### config.mk
export PLATFORM = sky130hd
export DESIGN_NAME = pu_msp430_per_arbiter
export DESIGN_NICKNAME = d
export VERILOG_FILES = /design/src/rtl/pu_msp430_per_pkg.sv /design/src/rtl/pu_msp430_per_arb_core.sv /design/src/rtl/pu_msp430_per_arbiter.sv
export SDC_FILE = /design/constraint.sdc
export NUM_CORES = 1
export LEC_CHECK = 0
export BUFFER_PORTS_ARGS = -buffer_cell sky130_fd_sc_hd__buf_2
export CAP_MARGIN = 20
export CORE_ASPECT_RATIO = 0.7
export CORE_UTILIZATION = 30
export CTS_CLUSTER_SIZE = 24
export DETAILED_ROUTE_END_ITERATION = 7
export PLACE_DENSITY = 0.67
export SLEW_MARGIN = 10
export SYNTH_ARGS = -nofsm -noshare
export SYNTH_HDL_FRONTEND = slang
export SYNTH_SLANG_ARGS = --single-unit
### constraint.sdc
create_clock -name mclk -period 2.25 [get_ports mclk]
set_input_delay 0.5625 -clock mclk [delete_from_list [all_inputs] [get_ports mclk]]
set_output_delay 0.5625 -clock mclk [all_outputs]
set_load 0.005 [all_outputs]
### src/rtl/pu_msp430_per_pkg.sv
// Shared types for the peripheral-bus arbiter: bus widths, request bundle and master tag.
package pu_msp430_per_pkg;

  localparam int PER_AW  = 14;
  localparam int PER_DW  = 16;
  localparam int PER_WEW = 2;

  typedef struct packed {
    logic [PER_AW-1:0]  addr;
    logic [PER_DW-1:0]  din;
    logic [PER_WEW-1:0] we;
  } per_req_t;

  typedef enum logic {
    MST_CPU = 1'b0,
    MST_DMA = 1'b1
  } per_mst_e;

  function automatic logic is_read(input logic [PER_WEW-1:0] we);
    return (we == {PER_WEW{1'b0}});
  endfunction

endpackage

### src/rtl/pu_msp430_per_arb_core.sv
// Grant logic for two peripheral-bus masters: fixed priority with starvation escape,
// or round-robin when PER_ARB_RR_EN is defined.
module pu_msp430_per_arb_core
  import pu_msp430_per_pkg::*;
#(
  parameter int STARVE_LIMIT = 4,
  parameter int CNT_WD       = 4
) (
  input  logic clk,
  input  logic rst_n,
  input  logic m0_req,
  input  logic m1_req,
  output logic m0_gnt,
  output logic m1_gnt
);

`ifdef PER_ARB_RR_EN

  // ptr_r names the master preferred on the next contention
  per_mst_e ptr_r;

  // Uncontended requests win outright; contention follows the pointer
  always_comb begin
    m0_gnt = 1'b0;
    m1_gnt = 1'b0;
    if (m0_req && m1_req) begin
      m0_gnt = (ptr_r == MST_CPU);
      m1_gnt = (ptr_r == MST_DMA);
    end else begin
      m0_gnt = m0_req;
      m1_gnt = m1_req;
    end
  end

  // After any grant, prefer the other master
  always_ff @(posedge clk or negedge rst_n) begin
    if (!rst_n) begin
      ptr_r <= MST_CPU;
    end else if (m0_gnt) begin
      ptr_r <= MST_DMA;
    end else if (m1_gnt) begin
      ptr_r <= MST_CPU;
    end else begin
      ptr_r <= ptr_r;
    end
  end

`else

  localparam logic [CNT_WD-1:0] LIMIT = CNT_WD'(STARVE_LIMIT);

  logic [CNT_WD-1:0] cnt_r;
  logic              starve_s;

  // Master 0 wins unless master 1 has waited STARVE_LIMIT cycles
  always_comb begin
    starve_s = (cnt_r == LIMIT);
    m1_gnt   = m1_req & (~m0_req | starve_s);
    m0_gnt   = m0_req & ~m1_gnt;
  end

  // Count consecutive denied master-1 cycles, saturating at the limit
  always_ff @(posedge clk or negedge rst_n) begin
    if (!rst_n) begin
      cnt_r <= {CNT_WD{1'b0}};
    end else if (!m1_req || m1_gnt) begin
      cnt_r <= {CNT_WD{1'b0}};
    end else if (!starve_s) begin
      cnt_r <= cnt_r + {{(CNT_WD-1){1'b0}}, 1'b1};
    end else begin
      cnt_r <= cnt_r;
    end
  end

`endif

endmodule

### src/rtl/pu_msp430_per_arbiter.sv
// Two-master peripheral-bus arbiter: registered per_* request stage and tagged read return.
// Optional round-robin arbitration is selected with the PER_ARB_RR_EN macro.
module pu_msp430_per_arbiter
  import pu_msp430_per_pkg::*;
#(
  parameter int STARVE_LIMIT = 4,
  parameter int CNT_WD       = 4
) (
  input  logic               mclk,
  input  logic               puc_rst_n,
  input  logic               m0_req,
  input  logic [PER_AW-1:0]  m0_addr,
  input  logic [PER_DW-1:0]  m0_din,
  input  logic [PER_WEW-1:0] m0_we,
  output logic               m0_gnt,
  output logic [PER_DW-1:0]  m0_rdata,
  output logic               m0_rvalid,
  input  logic               m1_req,
  input  logic [PER_AW-1:0]  m1_addr,
  input  logic [PER_DW-1:0]  m1_din,
  input  logic [PER_WEW-1:0] m1_we,
  output logic               m1_gnt,
  output logic [PER_DW-1:0]  m1_rdata,
  output logic               m1_rvalid,
  output logic [PER_AW-1:0]  per_addr,
  output logic [PER_DW-1:0]  per_din,
  output logic [PER_WEW-1:0] per_we,
  output logic               per_en,
  input  logic [PER_DW-1:0]  per_dout
);

  per_req_t sel_req_s;
  per_mst_e sel_mst_s;
  logic     gnt_any_s;
  logic     rd_pend_r;
  per_mst_e rd_tag_r;

  pu_msp430_per_arb_core #(
    .STARVE_LIMIT (STARVE_LIMIT),
    .CNT_WD       (CNT_WD)
  ) u_arb_core (
    .clk    (mclk),
    .rst_n  (puc_rst_n),
    .m0_req (m0_req),
    .m1_req (m1_req),
    .m0_gnt (m0_gnt),
    .m1_gnt (m1_gnt)
  );

  // Steer the granted master's request onto the shared bus
  always_comb begin
    gnt_any_s = m0_gnt | m1_gnt;
    if (m1_gnt) begin
      sel_req_s = '{addr: m1_addr, din: m1_din, we: m1_we};
      sel_mst_s = MST_DMA;
    end else begin
      sel_req_s = '{addr: m0_addr, din: m0_din, we: m0_we};
      sel_mst_s = MST_CPU;
    end
  end

  // Request stage; per_addr/per_din hold while idle, per_we drops to zero
  always_ff @(posedge mclk or negedge puc_rst_n) begin
    if (!puc_rst_n) begin
      per_en    <= 1'b0;
      per_we    <= {PER_WEW{1'b0}};
      per_addr  <= {PER_AW{1'b0}};
      per_din   <= {PER_DW{1'b0}};
      rd_pend_r <= 1'b0;
      rd_tag_r  <= MST_CPU;
    end else if (gnt_any_s) begin
      per_en    <= 1'b1;
      per_we    <= sel_req_s.we;
      per_addr  <= sel_req_s.addr;
      per_din   <= sel_req_s.din;
      rd_pend_r <= is_read(sel_req_s.we);
      rd_tag_r  <= sel_mst_s;
    end else begin
      per_en    <= 1'b0;
      per_we    <= {PER_WEW{1'b0}};
      per_addr  <= per_addr;
      per_din   <= per_din;
      rd_pend_r <= 1'b0;
      rd_tag_r  <= rd_tag_r;
    end
  end

  // Read return: per_dout is captured at the end of the per_en cycle
  always_ff @(posedge mclk or negedge puc_rst_n) begin
    if (!puc_rst_n) begin
      m0_rvalid <= 1'b0;
      m1_rvalid <= 1'b0;
      m0_rdata  <= {PER_DW{1'b0}};
      m1_rdata  <= {PER_DW{1'b0}};
    end else begin
      m0_rvalid <= rd_pend_r & (rd_tag_r == MST_CPU);
      m1_rvalid <= rd_pend_r & (rd_tag_r == MST_DMA);
      if (rd_pend_r && (rd_tag_r == MST_CPU)) begin
        m0_rdata <= per_dout;
      end else begin
        m0_rdata <= m0_rdata;
      end
      if (rd_pend_r && (rd_tag_r == MST_DMA)) begin
        m1_rdata <= per_dout;
      end else begin
        m1_rdata <= m1_rdata;
      end
    end
  end

endmodule

After elaboration in Yosys (flattened, before gate mapping)
Cells that the tools add are included.
- flip-flop bits (word level): 73
- word-level logic and storage cells: 35
- output and inout port bits: 69
- eq/ne operators: 2
- $add $sub $neg: 1
- muxes and demuxes: 7
- reduce and logical (&&, ||, !) cells: 5
- bitwise operators: 9
- operators with widths (kind ; count):
    $mux 32 ; 1
    $mux 4 ; 2
    $add 4x1->4 const B ; 1
    $and 1x1->1 ; 4
    $eq 4x3->1 const B ; 1
    $mux 1 ; 3
    $not 1->1 ; 3
    $logic_and 1x1->1 ; 2
    $logic_not 2->1 ; 1
    $mux 2 ; 1
    $ne 2x2->1 const B ; 1
    $or 1x1->1 ; 2
    $logic_not 1->1 ; 1
    $logic_or 1x1->1 ; 1

Longest topological paths before layout
Gate-level depths: netlist (run 1).
- depth after elaboration: 7
- gate-level depth with buffers: 7

By module
A second synthesis (run 1) with hierarchy kept.
- cell total of the unflattened synthesis: 238
- area, all modules: 3065.4 um2
- by module, submodules not included (module ; sequential area each (um2) ; area an instance (um2) ; instances ; cells each):
    pu_msp430_per_arbiter ; 1726.7 ; 2857.7 ; 1 ; 217
    pu_msp430_per_arb_core ; 100.1 ; 207.7 ; 1 ; 21

Worst setup path after synthesis (run 1)
No wires, ideal clock.
- path kind: register -> output
- start point: reg u_arb_core.cnt_r[0]
- end point: out m1_gnt
- cell stages (with the launch flop): 6
- buffers on the path: 1
- setup slack: 0.532 ns
- arrival time: 1.156 ns
- cells stage by stage: dfrtp_1 -> inv_1 -> ha_1 -> nand3b_4 -> a21oi_2 -> buf_2
- cells in the longest elaborated chain, start to end: 3
- ends and longest elaborated chain (item ; RTL line ; text):
    start: declaration ; pu_msp430_per_arb_core.sv:52 ; logic [CNT_WD-1:0] cnt_r;
    start signal: assignment ; pu_msp430_per_arb_core.sv:65 ; cnt_r <= {CNT_WD{1'b0}};
    start signal: assignment ; pu_msp430_per_arb_core.sv:67 ; cnt_r <= {CNT_WD{1'b0}};
    start signal: assignment ; pu_msp430_per_arb_core.sv:69 ; cnt_r <= cnt_r + {{(CNT_WD-1){1'b0}}, 1'b1};
    $eq 4x3->1 ; pu_msp430_per_arb_core.sv:57 ; starve_s = (cnt_r == LIMIT);
    $or 1x1->1 ; pu_msp430_per_arb_core.sv:58 ; m1_gnt = m1_req & (~m0_req | starve_s);
    $and 1x1->1 ; pu_msp430_per_arb_core.sv:58 ;
    end: declaration ; pu_msp430_per_arbiter.sv:22 ; output logic m1_gnt,
No other way between the ends.

Final worst setup path (run 1)
Ends and elaborated chain as after synthesis.

==> results of run 1 <==
## metrics by stage
| step | utilization (%) | std cells | total power [mW] |
|---|---|---|---|
| final | 44.6 | 493 | 3.63 |
| after global routing | 44.6 | 493 | 3.85 |
| after CTS | 44.6 | 493 | 3.70 |
| after detailed placement | 41.5 | 477 | 2.32 |
| after global placement | 41.5 | 477 | 2.29 |
| after floorplan | - | 206 | 1.94 |
## sequential cells by signal (all words and copies together) (netlist names)
name / flops
m0_rdata: 16
per_en: 1
rd_tag_r: 1
m1_rdata: 16
rd_pend_r: 1
u_arb_core.cnt_r: 4
per_addr: 14
per_din: 16
per_we: 2
m1_rvalid: 1
m0_rvalid: 1
## cells in the final DEF, fill, tap and decap left out, types with 2 or more instances in the layout
master,synthesis,final
buf_2,6,151
dfrtp_1,73,73
mux2_2,32,32
and2_1,30,30
a221o_1,26,26
clkbuf_16,0,9
buf_4,0,8
inv_1,6,6
and3_1,4,4
a221o_2,4,4
nor2_1,3,3
a22o_1,3,3
inv_6,0,3
clkinvlp_4,0,3
ha_1,2,2
## worst reg2reg max path, cell delays in order (launching register included)
cell	delay [ns]
dfrtp_1	0.40
inv_1	0.08
ha_1	0.20
nand3b_4	0.11
a21oi_4	0.31
buf_4	0.36
a221o_2	0.23
## metal layers
layer  global-route usage (%)  up-vias
met2                     22.8       84
li1                         -     1066
met4                     5.27        0
met1                     19.3     1069
met3                     4.97       10
met5                        0        -
## cell usage after synthesis, drive strengths merged
cell / number / share of area (%)
dfrtp: 73 / 62
mux2: 32 / 12
and2: 31 / 6.6
a221o: 30 / 10
buf: 10 / 2.7
inv: 6 / 0.76
and3: 4 / 0.84
a22o: 3 / 0.89
clkbuf: 3 / 0.38
nor2: 3 / 0.38
ha: 2 / 0.84
a21oi: 1 / 0.30
nand2: 1 / 0.13
nand3: 1 / 0.17
nand3b: 1 / 0.68
nor2b: 1 / 0.21
o21a: 1 / 0.25
o22ai: 1 / 0.21
xnor2: 1 / 0.30
xor2: 1 / 0.30
## report_power, final
group          internal, mW  switching [mW]
clock                 0.787           0.562
sequential             1.53           0.101
combinational         0.384           0.263
total                  2.70           0.925
## cells by family (layout without fill, tap and decap cells)
| logic type | after synthesis | in the layout | share of synthesized area [%] |
|---|---|---|---|
| multiplexers | 32 | 32 | 12.2 |
| adder cells (fa/ha/maj) | 2 | 2 | 0.844 |
| AO/OA/AOI/OAI | 36 | 36 | 12.0 |
| AND/OR/NAND/NOR | 42 | 42 | 8.99 |
| flip-flops | 73 | 73 | 61.7 |
| buffers and inverters | 19 | 182 | 3.80 |
| XOR/XNOR | 2 | 2 | 0.591 |
## final cells by class
class                   instances  area (µm²)  share of cell area [%]
repair buffers                160         836                    20.1
flip-flops and latches         73        1830                    43.9
well taps                     124         155                    3.73
multi-input cells             114        1030                    24.8
clock inverters                 6        48.8                    1.17
clock buffers                  10         239                    5.74
inverters                       6        22.5                   0.541
## worst max-delay path by stage
stage	start	end	slack (ns)	cells past startpoint
floorplan	u_arb_core.cnt_r[0]$_DFFE_PN0P_	m1_gnt	0.53	5
global route	u_arb_core.cnt_r[0]$_DFFE_PN0P_	m1_gnt	0.0007	5
finish	u_arb_core.cnt_r[0]$_DFFE_PN0P_	m1_gnt	0.11	5
detailed placement	u_arb_core.cnt_r[0]$_DFFE_PN0P_	m1_gnt	0.44	5
global placement	u_arb_core.cnt_r[0]$_DFFE_PN0P_	m1_gnt	0.48	5
CTS	u_arb_core.cnt_r[0]$_DFFE_PN0P_	m1_gnt	0.08	5
==> results by stage, run 1 <==
Outcome:
- The flow ran to the end, and the final reports show no timing, DRC or antenna violations.

Setup path:
- Of all nets on the critical path, the largest fanout is 9.
- Setup slack on the worst reg-to-reg path comes out at between 0.5 and 0.6 ns.
- The critical register-to-register path startpoint is u_arb_core.cnt_r[0]$_DFFE_PN0P_.
- The signal on the critical path passes through inv_1 > ha_1 > nand3b_4 > a21oi_4 > buf_2.
- STA classifies the critical path startpoint as a register.
- The setup path with the least slack is of type register to primary output.
- The sort of element at the end of the critical path is a primary output.
- Among cell families on the critical path, the largest total delay comes from flip-flops.
- Data on the critical path is required at its endpoint by 1.69 ns.
- The maximum single-stage delay on the critical path is 0.40 ns.
- The signal arrival time at the worst endpoint is 1.58 ns.
- The combined buffer and inverter count along the critical path is 2.
- The endpoint of the most critical register-to-register path is per_din[1]$_DFFE_PN0P_.
- For the worst flop-to-flop path, the logic depth is 6.
- For this design, the slowest cell found on the critical path is dfrtp_1.

Floorplanning:
- For this configuration, the core starts out at a cell density of 31.8%.
- The die is between 80 and 90 µm tall.
- The die width is 121 µm.
- The total die area is 10300 µm².
- The number of placement rows is 29.
- The placeable core area is 9330 µm².
- ~150 I/O pins were placed.

Clock network:
- The clock root buffer is clkbuf_16.
- The post-CTS setup repair buffer count is 0.
- After clock tree synthesis, the clock-pin slew on the worst setup and hold paths is roughly 0.060 ns.
- Once the clock tree was built, the resizer swapped 0 gates to a different size.
- The clock reaches the later pin of the worst-skew pair after 0.33 ns.
- The clock passes through at most 2 buffers.
- The number of buffers added by the clock tree synthesis step is 9.
- The H-tree generated during clock tree synthesis spans 3 levels.
- CTS saw 73 sinks.
- The number of buffers added to fix hold violations after cts is 0.
- TritonCTS built the clock tree.

Routing:
- Summing over every cut layer, the via total after detailed routing is 2229.
- The first detailed-routing pass ran for 4 iterations.
- The initial detailed-routing violation count is 122.
- The detailed router used layers up to and including met4.
- After detailed routing, the average wire length per cell comes to 14.4 µm.
- For this block, the routed nets add up to 7.08 mm of wire.
- The detailed router put a total of 3.25 mm of wire on met1.
- The routed wire length on met2 is approximately 3.3 mm.
- In this run the remaining antenna-violating nets after routing total 0.
- The routed length on met3 is a little under 400 µm.
- The DRC violation count after routing is 0.
- The mean number of vias per cell is between 4 and 5.

Global route:
- The number of global-route vias before repair is 2257.
- The pin count of the biggest net entering global routing is 47.
- The first global-routing pass estimated around 12 mm of wire.
- The initial antenna violation count came to 0.
- The global-route total usage across every layer is 14.7%.
- Summed over all layers, the global routing overflow is 0.

Placement:
- The final HPWL from detailed placement is about 5.3 mm.
- Timing analysis after detailed placement gives a worst setup slack of 0.439 ns.
- The post-place instance area is around 3900 µm².
- The global placement routability congestion is roughly 0.68.
- Input and output buffers added on the ports amount to 152.

Synthesis:
- The net count after synthesis is 292.
- The cell count after synthesis came out at approximately 210.
- The summed instance area of the synthesized netlist is 2960 µm².
- In this run, synthesis produced a sequential element count of 73.
- The average cell area after synthesis is 14.4 µm².
- The count of yosys warnings during synthesis is 0.
- Summing the sequential cell areas from Yosys gives 61.7% of the chip area.
- The count of different cell masters after synthesis is 24.

Timing:
- The slew at the pin closest to its max-slew limit is ~0.39 ns.
- The clock skew after layout is 0.00911 ns.
- The smallest clock period supported by the final layout is computed as 2.14 ns.
- Final hold analysis gives a worst-case slack of 0.149 ns.
- The setup-violating endpoint count in the final report is 0.
- The final critical path takes up 95.3% of the cycle.
- The count of pins over their slew limit is 0.
- Measured against its own limit, the worst slew margin works out to 74.2%.
- The post-layout worst setup margin is 0.106 ns.
- For this run, the top clock speed supported by timing is approximately 470 MHz.
- After routing, the total negative slack on setup checks comes to 0 ns.
- The final count of hold timing violations was 0.
- Setup repair after global routing left no endpoint under its margin.

Layout:
- For this run, the post-layout net count is 450.
- The relative area change from synthesis to final layout is 40.5%.
- The antenna diode count is 0.
- Of the cells placed in the final design, the portion with a size suffix greater than 1 is 58.5%.
- The final design area excluding fillers is 4160 µm².
- After filler insertion, the fill cell instance count of the layout stands at 867.

Min path:
- The class of the most critical hold timing path is input pin to asynchronous set/reset pin.

Power:
- The power per cell area is ~870 nW/µm².
- The static leakage is approximately 2.1 nW.
- Across the VDD grid, the largest voltage drop is 0.361 mV.

Job:
- Max-cap violations in this run came to 0.
No activity file was read; power rests on OpenSTA's default activity.
==> inputs of run 2 (changes only) <==
Settings changed: CORE_UTILIZATION 30 to 25, PLACE_DENSITY 0.67 to 0.59, REMOVE_ABC_BUFFERS from default to 1.
==> results by stage, run 2 (synthesis gave the netlist of run 1 again) <==
Setup path:
- Among all stages on the critical path, the largest delay is contributed by dfrtp_1.
- The family with the most delay on the worst path is flip-flops.
- The number of buffers and inverters on the critical path is 2.
- On the worst path, the slowest cell contributes a delay of 0.39 ns.
- Data on the critical path is required at its endpoint by 1.69 ns.
- By startpoint and endpoint, the worst setup path is classified as register to primary output.
- Setup slack on the worst reg-to-reg path comes out at roughly 0.53 ns.
- STA classifies the critical path endpoint as a primary output.
- The worst setup path is launched from a register.
- The maximum fanout along the worst path is 3.
- The critical path goes through inv_1 > ha_1 > nand3b_4 > a21oi_2 > buf_2.
- The signal arrival time at the worst endpoint is 1.56 ns.

Floorplanning:
- The die width is 132 µm.
- The initial utilization of the core area, before any placement, comes to 26.2%.
- The placeable core area is 11300 µm².
- Row generation in the floorplan step produced 32 rows.
- The boundary pin count is 153.
- The total die area is 12300 µm².
- Measured along the y axis, the die boundary spans approximately 93 µm.

Routing:
- The via total after detailed routing is 2308.
- In the final routed layout, each cell accounts on average for roughly 14 µm.
- The DRC violation count after routing is 0.
- The mean number of vias per cell is 4.42.
- For this run, the detailed router's first-pass iteration total came to 4.
- The detail route stage leaves a number of antenna-violating nets equal to 0.
- The final layout contains routed wiring with a total length of 7.48 mm.
- The initial detailed-routing violation count is approximately 60.

Timing:
- Setup violations remaining at the end of the flow were counted as 0.
- The count of pins over their slew limit is 0.
- The post-route setup TNS is 0 ns.
- The final count of hold timing violations came to 0.
- Headroom to the max-slew limit came out at between 60% and 70%.
- The clock skew after layout is 0.00652 ns.
- The clock period minus worst slack is 2.12 ns.
- The final critical-path share of the clock period is between 90% and 100%.
- For the pin with the worst max-slew slack, the measured transition is 0.500 ns.
- Setup repair after global routing left no endpoint under its margin.
- The top achievable clock speed is 472 MHz.

Layout:
- The sequential cells in the finished layout cover a total of 1830 µm².
- The relative area change from synthesis to final layout is 42.1%.
- The final core utilization is 37.3%.
- The multi-input combinational cells in the finished layout cover a total of 1030 µm².
- The leading cell type in the layout, fill and taps excluded is buf_2.
- In the final layout, the registers with the most flip-flops are m0_rdata x16, m1_rdata x16, per_din x16.
- In the final design database the tool counted 450 nets.
- The number of filler instances in the final layout is 1143.
- 0 antenna diodes ended up in the layout.
- Leaving out filler cells and counting taps, the final layout contains 522.
- The library cells used most frequently in the layout, excluding fill and tap cells, are buf_2 (151), dfrtp_1 (73), mux2_2 (32).
- The fraction of layout cells with a size suffix above 1 is between 50 and 60%.

Power:
- The internal power of the cells totals 2.84 mW.
- The clock group share of total power is 38.9%.
- Dividing total power by cell area gives a power density of 887 nW/µm².
- The switching portion of total power is 24.1%.
- Combinational logic burns 17.4% of the power.
- The analysis attributes to net switching a power of 900 µW.
- The share of total power in sequential cells is 43.7%.
- The static leakage is around 2.1 nW.
- IR analysis of the VDD net gives a maximum drop of roughly 0.35 mV.

Job:
- The max-capacitance violation count is 0.

Clock network:
- The post-CTS setup repair buffer count is 0.
- The number of buffers added by the clock tree synthesis step is 9.
- Clock tree synthesis selected as its root buffer the cell clkbuf_16.
- TritonCTS built the clock tree.
- Counting along the longest clock path gives a buffer depth of 2.
- For this design, the CTS-stage hold fixing added 0 buffers.
- For the worst-skew pair, the clock arrives at the later sink with an insertion delay of 0.33 ns.
- The number of instances resized during post-cts repair is 0.
- The clock tree synthesis step divided the H-tree into 3 levels.
- The number of clock sinks is between 70 and 80.
- Clock-pin slew was measured on the worst setup and hold paths at 0.06 ns.

Global route:
- The initial antenna violation count is 0.
- Entering global routing, the biggest net connects 39 pins.
- The global-route wire length before repair is 12.4 mm.
- The number of global-route vias before repair is 2384.
- The total overflow left after global routing is 0.
- The global-route total usage across every layer is 12.9%.

Outcome:
- The flow ran to the end, and the final reports show no timing, DRC or antenna violations.

Min path:
- The class of the most critical hold timing path is input pin to asynchronous set/reset pin.

Placement:
- The global placement routability congestion is 0.771.
- During placement, the flow inserted port buffers numbering 152.
- The placed cell count is roughly 510.
- Detailed placement ended at an HPWL of 5.62 mm.
==> run 2: cell types whose count changed in the layout (fill, tap and decap cells not counted) <==
| cell | change |
|---|---|
| clkinvlp_4 | -2 |
| a21oi_2 | +1 |
| bufinv_16 | +1 |
| inv_6 | -3 |
| clkbuf_1 | +1 |
| clkbuf_8 | +1 |
| a21oi_4 | -1 |
| clkinv_4 | +1 |
| clkinv_2 | +1 |
==> run 2: area by class of cell <==
class / instances / area share [%]
Timing Repair Buffer: 160 / 19.9
Inverter: 6 / 0.535
Tap cell: 153 / 4.55
Clock buffer: 12 / 6.09
Clock inverter: 4 / 1.22
Sequential cell: 73 / 43.4
Multi-Input combinational cell: 114 / 24.4
==> run 2: path summary, 6_finish.rpt <==
kind,start,to,cells past startpoint
setup / recovery,u_arb_core.cnt_r[0]$_DFFE_PN0P_,m1_gnt,5
setup reg to reg,u_arb_core.cnt_r[0]$_DFFE_PN0P_,per_din[0]$_DFFE_PN0P_,6
hold / removal,puc_rst_n,m1_rdata[6]$_DFFE_PN0P_,1
max in group asynchronous,puc_rst_n,per_din[0]$_DFFE_PN0P_,2
min in group mclk,m1_addr[0],per_addr[0]$_DFFE_PN0P_,2
hold reg to reg,m0_rdata[12]$_DFFE_PN0P_,m0_rdata[12]$_DFFE_PN0P_,1
==> run 2: through the flow <==
stage	setup WS, ns	cell area (µm²)	power, mW	hold slack, ns
2_1_floorplan	0.210	2870	1.92	0.267
5_1_grt	0.0856	4210	3.94	0.230
3_5_place_dp	0.484	3900	2.32	0.487
4_1_cts	0.122	4210	3.80	0.218
3_3_place_gp	0.493	3900	2.30	0.482
6_report	0.132	4210	3.74	0.203
==> run 2: power by group through the flow <==
stage / Sequential [mW] / Combinational (mW) / Clock (mW)
CTS: 1.64 / 0.668 / 1.50
finish: 1.63 / 0.651 / 1.45
detailed placement: 1.65 / 0.669 / 0
floorplan: 1.67 / 0.247 / 0
global route: 1.66 / 0.719 / 1.56
global placement: 1.65 / 0.653 / 0
==> run 2: layer usage <==
layer | wire length (µm) | global-route usage (%) | vias to the layer above | share of wire, %
met4 | 70 | 3.78 | 0 | 0.94
met1 | 3450 | 16.8 | 1156 | 46
met2 | 3550 | 20.5 | 74 | 47
met3 | 409 | 4.12 | 9 | 5.5
met5 | 0 | 0 | - | 0
li1 | - | - | 1069 | -
